## src/rtl/jtag_tap_pkg.sv

```systemverilog
// JTAG TAP responder shared types: 1149.1 state codes,
// next-state function and default opcodes.
package jtag_tap_pkg;

  typedef enum logic [3:0] {
    EX2DR   = 4'h0,
    EX1DR   = 4'h1,
    SHDR    = 4'h2,
    PAUSEDR = 4'h3,
    SELIR   = 4'h4,
    UPDDR   = 4'h5,
    CAPDR   = 4'h6,
    SELDR   = 4'h7,
    EX2IR   = 4'h8,
    EX1IR   = 4'h9,
    SHIR    = 4'hA,
    PAUSEIR = 4'hB,
    RTI     = 4'hC,
    UPDIR   = 4'hD,
    CAPIR   = 4'hE,
    TLR     = 4'hF
  } tap_state_e;

  localparam logic [3:0]  OP_IDCODE  = 4'h1;
  localparam logic [3:0]  OP_USER    = 4'h8;
  localparam logic [31:0] IDCODE_DEF = 32'h1BB0_0001;

  function automatic tap_state_e tap_next(
    input tap_state_e s,
    input logic       tms
  );
    tap_state_e n;
    case (s)
      TLR:     n = tms ? TLR     : RTI;
      RTI:     n = tms ? SELDR   : RTI;
      SELDR:   n = tms ? SELIR   : CAPDR;
      CAPDR:   n = tms ? EX1DR   : SHDR;
      SHDR:    n = tms ? EX1DR   : SHDR;
      EX1DR:   n = tms ? UPDDR   : PAUSEDR;
      PAUSEDR: n = tms ? EX2DR   : PAUSEDR;
      EX2DR:   n = tms ? UPDDR   : SHDR;
      UPDDR:   n = tms ? SELDR   : RTI;
      SELIR:   n = tms ? TLR     : CAPIR;
      CAPIR:   n = tms ? EX1IR   : SHIR;
      SHIR:    n = tms ? EX1IR   : SHIR;
      EX1IR:   n = tms ? UPDIR   : PAUSEIR;
      PAUSEIR: n = tms ? EX2IR   : PAUSEIR;
      EX2IR:   n = tms ? UPDIR   : SHIR;
      UPDIR:   n = tms ? SELDR   : RTI;
      default: n = TLR;
    endcase
    return n;
  endfunction

endpackage

```

## src/rtl/jtag_tap_responder_sync.sv

```systemverilog
// Two-flop synchronizer for the JTAG pins; the edge input
// gets a history flop and one-CLK rise/fall pulses.
module jtag_sync_edge #(
  parameter int W = 1
) (
  input  logic         clk_i,
  input  logic         rst_i,
  input  logic         edge_i,
  input  logic [W-1:0] lvl_i,
  output logic [W-1:0] lvl_o,
  output logic         rise_o,
  output logic         fall_o
);

  logic [1:0]   e_q;
  logic         h_q;
  logic [W-1:0] l1_q;
  logic [W-1:0] l2_q;

  // synchronize all pins with identical delay; keep TCK history
  always_ff @(posedge clk_i) begin
    if (rst_i) begin
      e_q  <= '0;
      h_q  <= 1'b0;
      l1_q <= '0;
      l2_q <= '0;
    end else begin
      e_q  <= {e_q[0], edge_i};
      h_q  <= e_q[1];
      l1_q <= lvl_i;
      l2_q <= l1_q;
    end
  end

  assign lvl_o  = l2_q;
  assign rise_o = e_q[1] & ~h_q;
  assign fall_o = ~e_q[1] & h_q;

endmodule

```

## src/rtl/jtag_tap_responder.sv

```systemverilog
// JTAG TAP responder: oversampled TAP FSM, IR/DR shift, TDO.
// Optional nTRST pin when NTRST_EN is defined.
module jtag_tap_responder
  import jtag_tap_pkg::*;
#(
  parameter int              IR_W       = 4,
  parameter int              USER_W     = 16,
  parameter logic [31:0]     IDCODE_VAL = IDCODE_DEF,
  parameter logic [IR_W-1:0] IR_IDCODE  = IR_W'(OP_IDCODE),
  parameter logic [IR_W-1:0] IR_USER    = IR_W'(OP_USER)
) (
  input  logic              CLK,
  input  logic              RST,
  input  logic              TCK_I,
  input  logic              TMS_I,
  input  logic              TDI_I,
`ifdef NTRST_EN
  input  logic              NTRST_I,
`endif
  output logic              TDO_O,
  output logic              TDO_OE,
  input  logic [USER_W-1:0] USER_CAP,
  output logic [USER_W-1:0] USER_UPD,
  output logic              USER_STB,
  output logic [3:0]        TAP_STATE,
  output logic [IR_W-1:0]   IR_OUT
);

  logic [1:0]        pin_s;
  logic              tck_rise;
  logic              tck_fall;
  logic              tms_s;
  logic              tdi_s;
  logic              trst_n;

  tap_state_e        state_q;
  tap_state_e        state_d;
  logic [IR_W-1:0]   ir_q;
  logic [IR_W-1:0]   ir_sh_q;
  logic [31:0]       id_sh_q;
  logic [USER_W-1:0] usr_sh_q;
  logic              byp_q;
  logic [USER_W-1:0] usr_upd_q;
  logic              usr_stb_q;
  logic              tdo_q;
  logic              tdo_oe_q;
  logic              sel_id;
  logic              sel_usr;
  logic              in_shift;
  logic              sh_lsb;

  jtag_sync_edge #(
    .W(2)
  ) u_sync (
    .clk_i (CLK),
    .rst_i (RST),
    .edge_i(TCK_I),
    .lvl_i ({TDI_I, TMS_I}),
    .lvl_o (pin_s),
    .rise_o(tck_rise),
    .fall_o(tck_fall)
  );

  assign tms_s = pin_s[0];
  assign tdi_s = pin_s[1];

`ifdef NTRST_EN
  logic [1:0] trst_q;

  // two-flop synchronizer for the asynchronous nTRST pin
  always_ff @(posedge CLK) begin
    if (RST) trst_q <= 2'b00;
    else     trst_q <= {trst_q[0], NTRST_I};
  end

  assign trst_n = trst_q[1];
`else
  assign trst_n = 1'b1;
`endif

  assign state_d  = tap_next(state_q, tms_s);
  assign sel_id   = (ir_q == IR_IDCODE);
  assign sel_usr  = (ir_q == IR_USER);
  assign in_shift = (state_q == SHIR) ||
                    (state_q == SHDR);

  // LSB of whichever shift register is on the scan path
  always_comb begin
    sh_lsb = byp_q;
    if (state_q == SHIR) sh_lsb = ir_sh_q[0];
    else if (sel_id)     sh_lsb = id_sh_q[0];
    else if (sel_usr)    sh_lsb = usr_sh_q[0];
  end

  // TAP FSM with capture/shift/update and registered TDO
  always_ff @(posedge CLK) begin
    if (RST) begin
      state_q   <= TLR;
      ir_q      <= IR_IDCODE;
      ir_sh_q   <= '0;
      id_sh_q   <= '0;
      usr_sh_q  <= '0;
      byp_q     <= 1'b0;
      usr_upd_q <= '0;
      usr_stb_q <= 1'b0;
      tdo_q     <= 1'b0;
      tdo_oe_q  <= 1'b0;
    end else begin
      usr_stb_q <= 1'b0;
      if (!trst_n) begin
        state_q  <= TLR;
        ir_q     <= IR_IDCODE;
        tdo_q    <= 1'b0;
        tdo_oe_q <= 1'b0;
      end else begin
        if (tck_rise) begin
          state_q <= state_d;
          case (state_q)
            CAPIR: ir_sh_q <= IR_W'(1);
            SHIR:  ir_sh_q <= {tdi_s, ir_sh_q[IR_W-1:1]};
            UPDIR: ir_q    <= ir_sh_q;
            CAPDR: begin
              if (sel_id)       id_sh_q  <= IDCODE_VAL;
              else if (sel_usr) usr_sh_q <= USER_CAP;
              else              byp_q    <= 1'b0;
            end
            SHDR: begin
              if (sel_id)
                id_sh_q <= {tdi_s, id_sh_q[31:1]};
              else if (sel_usr)
                usr_sh_q <= {tdi_s, usr_sh_q[USER_W-1:1]};
              else
                byp_q <= tdi_s;
            end
            UPDDR: begin
              if (sel_usr) begin
                usr_upd_q <= usr_sh_q;
                usr_stb_q <= 1'b1;
              end
            end
            default: ;
          endcase
          if (state_d == TLR) ir_q <= IR_IDCODE;
        end
        if (tck_fall) begin
          tdo_oe_q <= in_shift;
          tdo_q    <= in_shift & sh_lsb;
        end
      end
    end
  end

  assign TDO_O     = tdo_q;
  assign TDO_OE    = tdo_oe_q;
  assign USER_UPD  = usr_upd_q;
  assign USER_STB  = usr_stb_q;
  assign TAP_STATE = trst_n ? state_q : TLR;
  assign IR_OUT    = trst_n ? ir_q : IR_IDCODE;

endmodule

```

## config.mk

```make
export PLATFORM = sky130hd
export DESIGN_NAME = jtag_tap_responder
export DESIGN_NICKNAME = d
export VERILOG_FILES = /design/src/rtl/jtag_tap_pkg.sv /design/src/rtl/jtag_tap_responder_sync.sv /design/src/rtl/jtag_tap_responder.sv
export SDC_FILE = /design/constraint.sdc
export NUM_CORES = 1
export LEC_CHECK = 0
export BUFFER_PORTS_ARGS = -buffer_cell sky130_fd_sc_hd__buf_2
export CORE_ASPECT_RATIO = 0.6
export CORE_MARGIN = 2
export CORE_UTILIZATION = 50
export CTS_BUF_LIST = sky130_fd_sc_hd__clkbuf_4 sky130_fd_sc_hd__clkbuf_8
export CTS_CLUSTER_DIAMETER = 150
export DETAILED_ROUTE_END_ITERATION = 8
export GPL_TIMING_DRIVEN = 0
export PLACE_DENSITY = 0.8
export SLEW_MARGIN = 20
export SYNTH_ARGS = -nofsm -noshare
export SYNTH_HDL_FRONTEND = slang
export SYNTH_SLANG_ARGS = --single-unit
export TNS_END_PERCENT = 30
```

## constraint.sdc

```tcl
create_clock -name CLK -period 3.39 [get_ports CLK]
set_input_delay 0.678 -clock CLK [delete_from_list [all_inputs] [get_ports CLK]]
set_output_delay 0.678 -clock CLK [all_outputs]
set_load 0.05 [all_outputs]
```

==> qor_table.md, run 1 <==
| Parameter | Value | Unit |
| --- | --- | --- |
| Ys flop type | dfxtp_1 | - |
| Wirelength per Cell | 13.9 | um |
| Flop and latch count out of synthesis | 87 | - |
| Yosys top cell area share | 49.6 | % |
| Clock-pin slew on the worst setup and hold paths | 90 | ps |
| Die Area | 7730 | sq um |
| Share of flip-flops with an asynchronous set or reset after synthesis | 0 | % |
| Average cell area after synthesis | 8.46 | sq um |
| Outcome | finished clean | - |
| Total wirelength of the detailed-routed design | 7830 | um |
| Type of the worst setup path | reg -> reg | - |
| Wire length of the first global-routing pass | 12,700 | um |
| Power share of the combinational group | 4.6 | % |
| Hold Crit Class | reg -> reg | - |
| Endpoint class of the critical path | register | - |
| Max Fanout on Critical Path | 10 | - |
| Layout filler cell count | 579 | - |
| Setup-violating endpoint count in the final report | 0 | - |
| CTS H-tree depth | 3 | - |
| Syn Std Cell Area | 3510 | sq um |
| Ratio of total power to cell area | 472 | nW/um^2 |
| Worst-Skew Late Latency | 350 | ps |
| Final total negative setup slack | 0 | ps |
| Pin count of the biggest net entering global routing | 17 | - |
| Max-Slew Margin vs Limit | 64.7 | % |
| Die Ht | 68.9 | um |
| Setup repair after global routing missed its margin | no | - |
| Clock group share of total power | 41.6 | % |
| Grt ovf | 0 | - |
| Antenna violations before repair | 0 | - |
| Synthesis warning total | 0 | - |
| Worst Skew | 12.3 | ps |
| Sw frac | 23.0 | % |
| Area of combinational cells with multiple inputs | 1610 | sq um |
| Port bufs | 47 | - |
| Ant diodes | 0 | - |
| Worst ir drop on vdd | 0.290 | mV |
| Placed instance count | 549 | - |
| Hold violation total from the final report | 0 | - |
| Total vias in the final route | 3,058 | - |
| Clock buffer count from CTS | 9 | - |
| Area of the core | 6730 | sq um |
| Count of pins over their slew limit | 0 | - |
| Number of top-level design ports | 48 | - |
| Horizontal extent of the die | 112 | um |
| Synthesis-to-layout area growth | 16.2 | % |
| Fin crit share | 57.7 | % |
| Static leakage power | 1.49 | nW |
| Met1 track demand over resource | 29.2 | % |
| Met3 capacity usage during global routing | 4.63 | % |
| Internal power | 0.00148 | W |
| Cts repair resizes | 0 | - |
| Gr busiest metal | met2 | - |
| Net switching power | 0.000444 | W |
| Share of synthesized area occupied by flip-flops and latches | 49.6 | % |
| Number of global-route vias before repair | 2,676 | - |
| Count of flip-flops with a built-in enable after synthesis | 0 | - |
| Residual antenna-violating net count after detailed routing | 0 | - |
| Fraction of final layout cells sized beyond drive strength 1 | 19.9 | % |
| Post-layout net count | 494 | - |
| Highest Clock Rate | 511 | MHz |
| Maximum buffer depth of the clock tree | 2 | - |
| Standard-cell rows | 23 | - |
| Slew of the pin with the lowest slew margin | 528 | ps |
| Ratio of routed vias to standard cells | 5.41 | - |
| Post-DP HPWL | 5600 | um |
| Post-Layout Cell Count | 565 | - |
| Count of unique library cells instantiated by Yosys | 40 | - |
| Endpoint arrival time on the critical path | 2180 | ps |
| Cells taking the most area after synthesis | dfxtp_1, nand2_1, a21oi_1 | - |
| Met2 capacity usage during global routing | 32.9 | % |
| Final critical delay including setup and external delays | 1960 | ps |
| Weighted congestion at the end of routability-driven global placement | 0.828 | - |
| Synthesized net count | 436 | - |
| Post-CTS Repair Setup Buffers | 0 | - |
| Sequential share of power | 53.7 | % |
| Gr usage total | 20.7 | % |
| Synth area leader | dfxtp_1 | - |
| Initial standard-cell utilization of the core | 52.1 | % |
| Max-cap check violation count | 0 | - |
| Required @ worst endpoint | 3610 | ps |
| Nature of the critical path startpoint | register | - |
| Cell chosen for the clock root | clkbuf_8 | - |
| Post-synthesis instance total | 415 | - |
| Register area | 1740 | sq um |
| Cts-stage hold buffer count | 0 | - |
| Pre-antenna DRT Iters | 5 | - |
| TritonCTS clock tree | built | - |
| DRC | 0 | - |
| Clk sinks | 87 | - |
| Number of DRC markers in iteration 0 | 295 | - |
path summary, 6_finish.rpt:
path / startpoint / to / slack [ps] / cells after the start
worst min-delay path: u_sync.l1_q[0] / u_sync.lvl_o[0] / 440 / 1
worst max register to register: u_sync.e_q[1] / id_sh_q[0] / 1430 / 6
worst max-delay path: u_sync.e_q[1] / id_sh_q[0] / 1430 / 6
worst min register to register: u_sync.l1_q[0] / u_sync.lvl_o[0] / 440 / 1
registers in the layout, indices dropped and copies added, names as in the netlist:
signal,flops
u_sync.h_q,1
usr_sh_q,16
TDO_OE,1
TAP_STATE,4
TDO_O,1
id_sh_q,32
byp_q,1
u_sync.l1_q,2
u_sync.e_q,2
USER_UPD,16
ir_sh_q,4
IR_OUT,4
USER_STB,1
u_sync.lvl_o,2
cell usage in the layout, fill, tap and decap left out, types with 6 or more instances in the layout:
master and count:
nor2b_1 14, nor2_1 14, mux2_2 7, nor3_1 16, nand2_1 97, o21ai_0 6, mux2_1 8, clkbuf_1 13
nand3_1 27, dfxtp_1 87, buf_2 59, clkbuf_8 9, a21oi_1 65
worst max-delay path: stages (launching register included):
cell and delay [ps]:
dfxtp_1 410, nor2b_1 250, buf_4 230, nand4_1 260, clkbuf_1 330, nor3_1 270
nor3_1 70
cell families (layout without fill, tap and decap cells):
family / Yosys count / in the layout / share of synthesized area (%)
simple gates: 194 / 194 / 27.0
compound gates: 85 / 85 / 13.7
buf+inv: 33 / 96 / 4.60
mux: 16 / 16 / 5.10
flops: 87 / 87 / 49.6
final cells by class:
type                       count  share of cell area, %
sequential                    87                   42.7
multi-input combinational    295                   39.4
tap                           87                   2.67
buffer                        31                   3.77
clock buffer                   9                   3.04
clock inverter                 7                   2.48
inverter                       2                  0.184
timing repair buffer          47                   5.77
stage by stage:
stage	hold WS, ps	setup slack (ps)	cell area, sq um	total power (W)	util [%]
after CTS	446	1490	4080	0.00194	60.6
final	443	1430	4080	0.00193	60.6
after global placement	423	1470	3850	0.00115	57.2
after global routing	466	1300	4080	0.00199	60.6
after detailed placement	424	1440	3850	0.00115	57.2
after floorplan	414	1580	3510	0.00112	-
routing by layer:
| layer | part of all wire [%] | vias to the layer above |
|---|---|---|
| met5 | 0 | - |
| met4 | 0.78 | 0 |
| met3 | 5.3 | 9 |
| met2 | 43 | 88 |
| met1 | 51 | 1421 |
| li1 | - | 1540 |
power groups by stage:
stage	clock (W)	sequential (W)	combinational [W]
CTS	0.000814	0.00104	0.0000889
finish	0.000802	0.00104	0.0000896
detailed placement	0	0.00106	0.0000879
global route	0.000857	0.00104	0.0000971
global placement	0	0.00106	0.0000859
floorplan	0	0.00107	0.0000497
cell usage after synthesis, drive strengths merged (2+ instances only):
cell / count
nand2: 97
dfxtp: 87
a21oi: 65
nand3: 27
buf: 18
nor3: 16
mux2: 15
nor2: 14
nor2b: 14
clkbuf: 13
o21ai: 7
nand4: 5
a22o: 4
nand2b: 4
a31oi: 3
and4: 3
nor3b: 3
or3b: 3
a311oi: 2
inv: 2
nand3b: 2
Note: power is estimated with default switching activity, not from simulation.
==> run 2: changes to the inputs <==
- clock period: 3.39 -> 2 ns (I/O delays scaled with it)
==> run 2 against run 1 <==
Compared with the run above: final cell count unchanged; combinational power up 69%; sequential cell count unchanged; final area about the same; hold slack worse by 190 ps; first-iteration DRC count down 10%; sequential power up 68%; sequential share of layout area about the same; register-to-register slack worse by 1300 ps; via count up 0.33%; critical path type unchanged; largest power group unchanged.
==> qor_table.md, run 2 (synthesis results as in run 1) <==
| Parameter | Value | Unit | Change |
| --- | --- | --- | --- |
| Wirelength per Cell | 13.8 | um | was 13.9 um |
| Number of global-route vias before repair | 2,676 | - | unchanged |
| Horizontal extent of the die | 112 | um | unchanged |
| Ant diodes | 0 | - | unchanged |
| Ratio of routed vias to standard cells | 5.43 | - | was 5.41 |
| Clk sinks | 87 | - | unchanged |
| Pre-antenna DRT Iters | 7 | - | was 5 |
| Max Fanout on Critical Path | 10 | - | unchanged |
| Die Ht | 68.9 | um | unchanged |
| Number of flip-flops under the largest register name | 32 | - | unchanged |
| Die Area | 7730 | sq um | unchanged |
| Cts-stage hold buffer count | 0 | - | unchanged |
| Highest Clock Rate | 533 | MHz | was 511 MHz |
| Sequential share of power | 53.8 | % | was 53.7% |
| Max-cap check violation count | 0 | - | unchanged |
| Clock-pin slew on the worst setup and hold paths | 90 | ps | about the same |
| Highest-count cells in the layout ignoring fill and taps | nand2_1, dfxtp_1, a21oi_1, buf_2, nand3_1 | - | unchanged |
| Area of all placed cells without fillers | 4080 | sq um | about the same |
| Commonest non-fill, non-tap cell in the layout | nand2_1 | - | unchanged |
| Required @ worst endpoint | 2220 | ps | was 3610 ps |
| Worst ir drop on vdd | 0.492 | mV | was 0.290 mV |
| Initial standard-cell utilization of the core | 52.1 | % | unchanged |
| Grt ovf | 0 | - | unchanged |
| Endpoint arrival time on the critical path | 2100 | ps | was 2180 ps |
| Standard-cell rows | 23 | - | unchanged |
| Setup-violating endpoint count in the final report | 0 | - | unchanged |
| Port bufs | 47 | - | unchanged |
| Net switching power | 0.000747 | W | was 0.000444 W |
| Fraction of final layout cells sized beyond drive strength 1 | 20.3 | % | was 19.9% |
| Max-Slew Margin vs Limit | 63.8 | % | was 64.7% |
| Worst Skew | 13.6 | ps | was 12.3 ps |
| Type of the worst setup path | reg -> reg | - | unchanged |
| Number of DRC markers in iteration 0 | 265 | - | was 295 |
| Gr usage total | 20.7 | % | unchanged |
| TritonCTS clock tree | built | - | unchanged |
| Final total negative setup slack | 0 | ps | unchanged |
| Number of top-level design ports | 48 | - | unchanged |
| Fin crit share | 93.9 | % | was 57.7% |
| Worst slack, placed | 140 | ps | was 1440 ps |
| Synthesis-to-layout area growth | 16.3 | % | was 16.2% |
| Hold violation total from the final report | 0 | - | unchanged |
| Count of pins over their slew limit | 0 | - | unchanged |
| Maximum buffer depth of the clock tree | 2 | - | unchanged |
| Cell chosen for the clock root | clkbuf_8 | - | unchanged |
| Worst-Skew Late Latency | 350 | ps | about the same |
| Final critical delay including setup and external delays | 1880 | ps | was 1960 ps |
| Outcome | finished clean | - | unchanged |
| Nature of the critical path startpoint | register | - | unchanged |
| Static leakage power | 1.50 | nW | was 1.49 nW |
| Endpoint class of the critical path | register | - | unchanged |
| DRC | 0 | - | unchanged |
| CTS H-tree depth | 3 | - | unchanged |
| Internal power | 0.00251 | W | was 0.00148 W |
| Setup repair after global routing missed its margin | no | - | unchanged |
| Antenna violations before repair | 0 | - | unchanged |
| Post-DP HPWL | 5600 | um | unchanged |
| Register name with the most flops | id_sh_q | - | unchanged |
| Residual antenna-violating net count after detailed routing | 0 | - | unchanged |
| Power share of the combinational group | 4.6 | % | about the same |
| Sw frac | 22.9 | % | was 23.0% |
| PnR worst setup slack | 122 | ps | was 1430 ps |
| Ratio of total power to cell area | 799 | nW/um^2 | was 472 nW/um^2 |
| Clock buffer count from CTS | 9 | - | unchanged |
| Weighted congestion at the end of routability-driven global placement | 0.828 | - | unchanged |
| Pin count of the biggest net entering global routing | 17 | - | unchanged |
| Post-layout net count | 494 | - | unchanged |
| Total vias in the final route | 3,068 | - | was 3,058 |
| Hold Crit Class | in -> reg | - | was reg -> reg |
| Cell area after placement | 3850 | sq um | unchanged |
| Area of the core | 6730 | sq um | unchanged |
| Total wirelength of the detailed-routed design | 7790 | um | was 7830 um |
| Slew of the pin with the lowest slew margin | 542 | ps | was 528 ps |
| Wire length of the first global-routing pass | 12,700 | um | unchanged |
| Clock group share of total power | 41.5 | % | was 41.6% |
-- run 2: cell counts in the layout (fill, tap and decap cells not counted) --
No cell type changed its count.
-- run 2: area by class of cell --
cell class	instances	area [sq um]
Fill cell	577	2650
Sequential cell	87	1740
Multi-Input combinational cell	295	1610
Timing Repair Buffer	47	235
Buffer	31	155
Clock buffer	9	124
Tap cell	87	109
Clock inverter	7	101
Inverter	2	7.51
-- run 2: metrics by stage --
step           util, %  cells  power [W]  hold slack [ps]
3_5_place_dp      57.2    549    0.00194              424
4_1_cts           60.6    565    0.00329              244
2_1_floorplan        -    415    0.00189              414
5_1_grt           60.6    565    0.00338              267
3_3_place_gp      57.2    549    0.00194              423
6_report          60.6    565    0.00326              255
-- run 2: power groups by stage --
stage	Combinational [W]	Sequential, W	Clock, W
after global placement	0.000146	0.00180	0
final	0.000151	0.00175	0.00136
after global routing	0.000165	0.00176	0.00145
after detailed placement	0.000149	0.00180	0
after floorplan	0.0000842	0.00181	0
after CTS	0.000151	0.00175	0.00138
-- run 2: routing by layer --
metal  vias to the layer above  wire length [um]  global-route usage, %
met5                         -                 0                      0
met4                         0                57                   5.03
met2                        98              3400                   32.9
met1                      1417              3840                   29.2
li1                       1544                 -                      -
met3                         9               487                   4.63
-- run 2: path summary, 6_finish.rpt --
path                  start         endpoint  slack (ps)  cells after the start
max           u_sync.e_q[1]       id_sh_q[0]         120                      6
min                   TMS_I   u_sync.l1_q[0]         250                      2
max reg2reg   u_sync.e_q[1]       id_sh_q[0]         120                      6
min reg2reg  u_sync.l1_q[0]  u_sync.lvl_o[0]         440                      1
-- run 2: timing repair --
action,in CTS,in global routing
setup endpoints to repair,0,6
resized for setup,0,3
buffers inserted,0,0
-- run 2: worst max-delay path, cell delays in order, from the launching register on --
cell and delay [ps]:
dfxtp_1 410, nor2b_1 250, buf_4 230, nand4_1 250, clkbuf_2 290, nor3_1 250, nor3_1 70
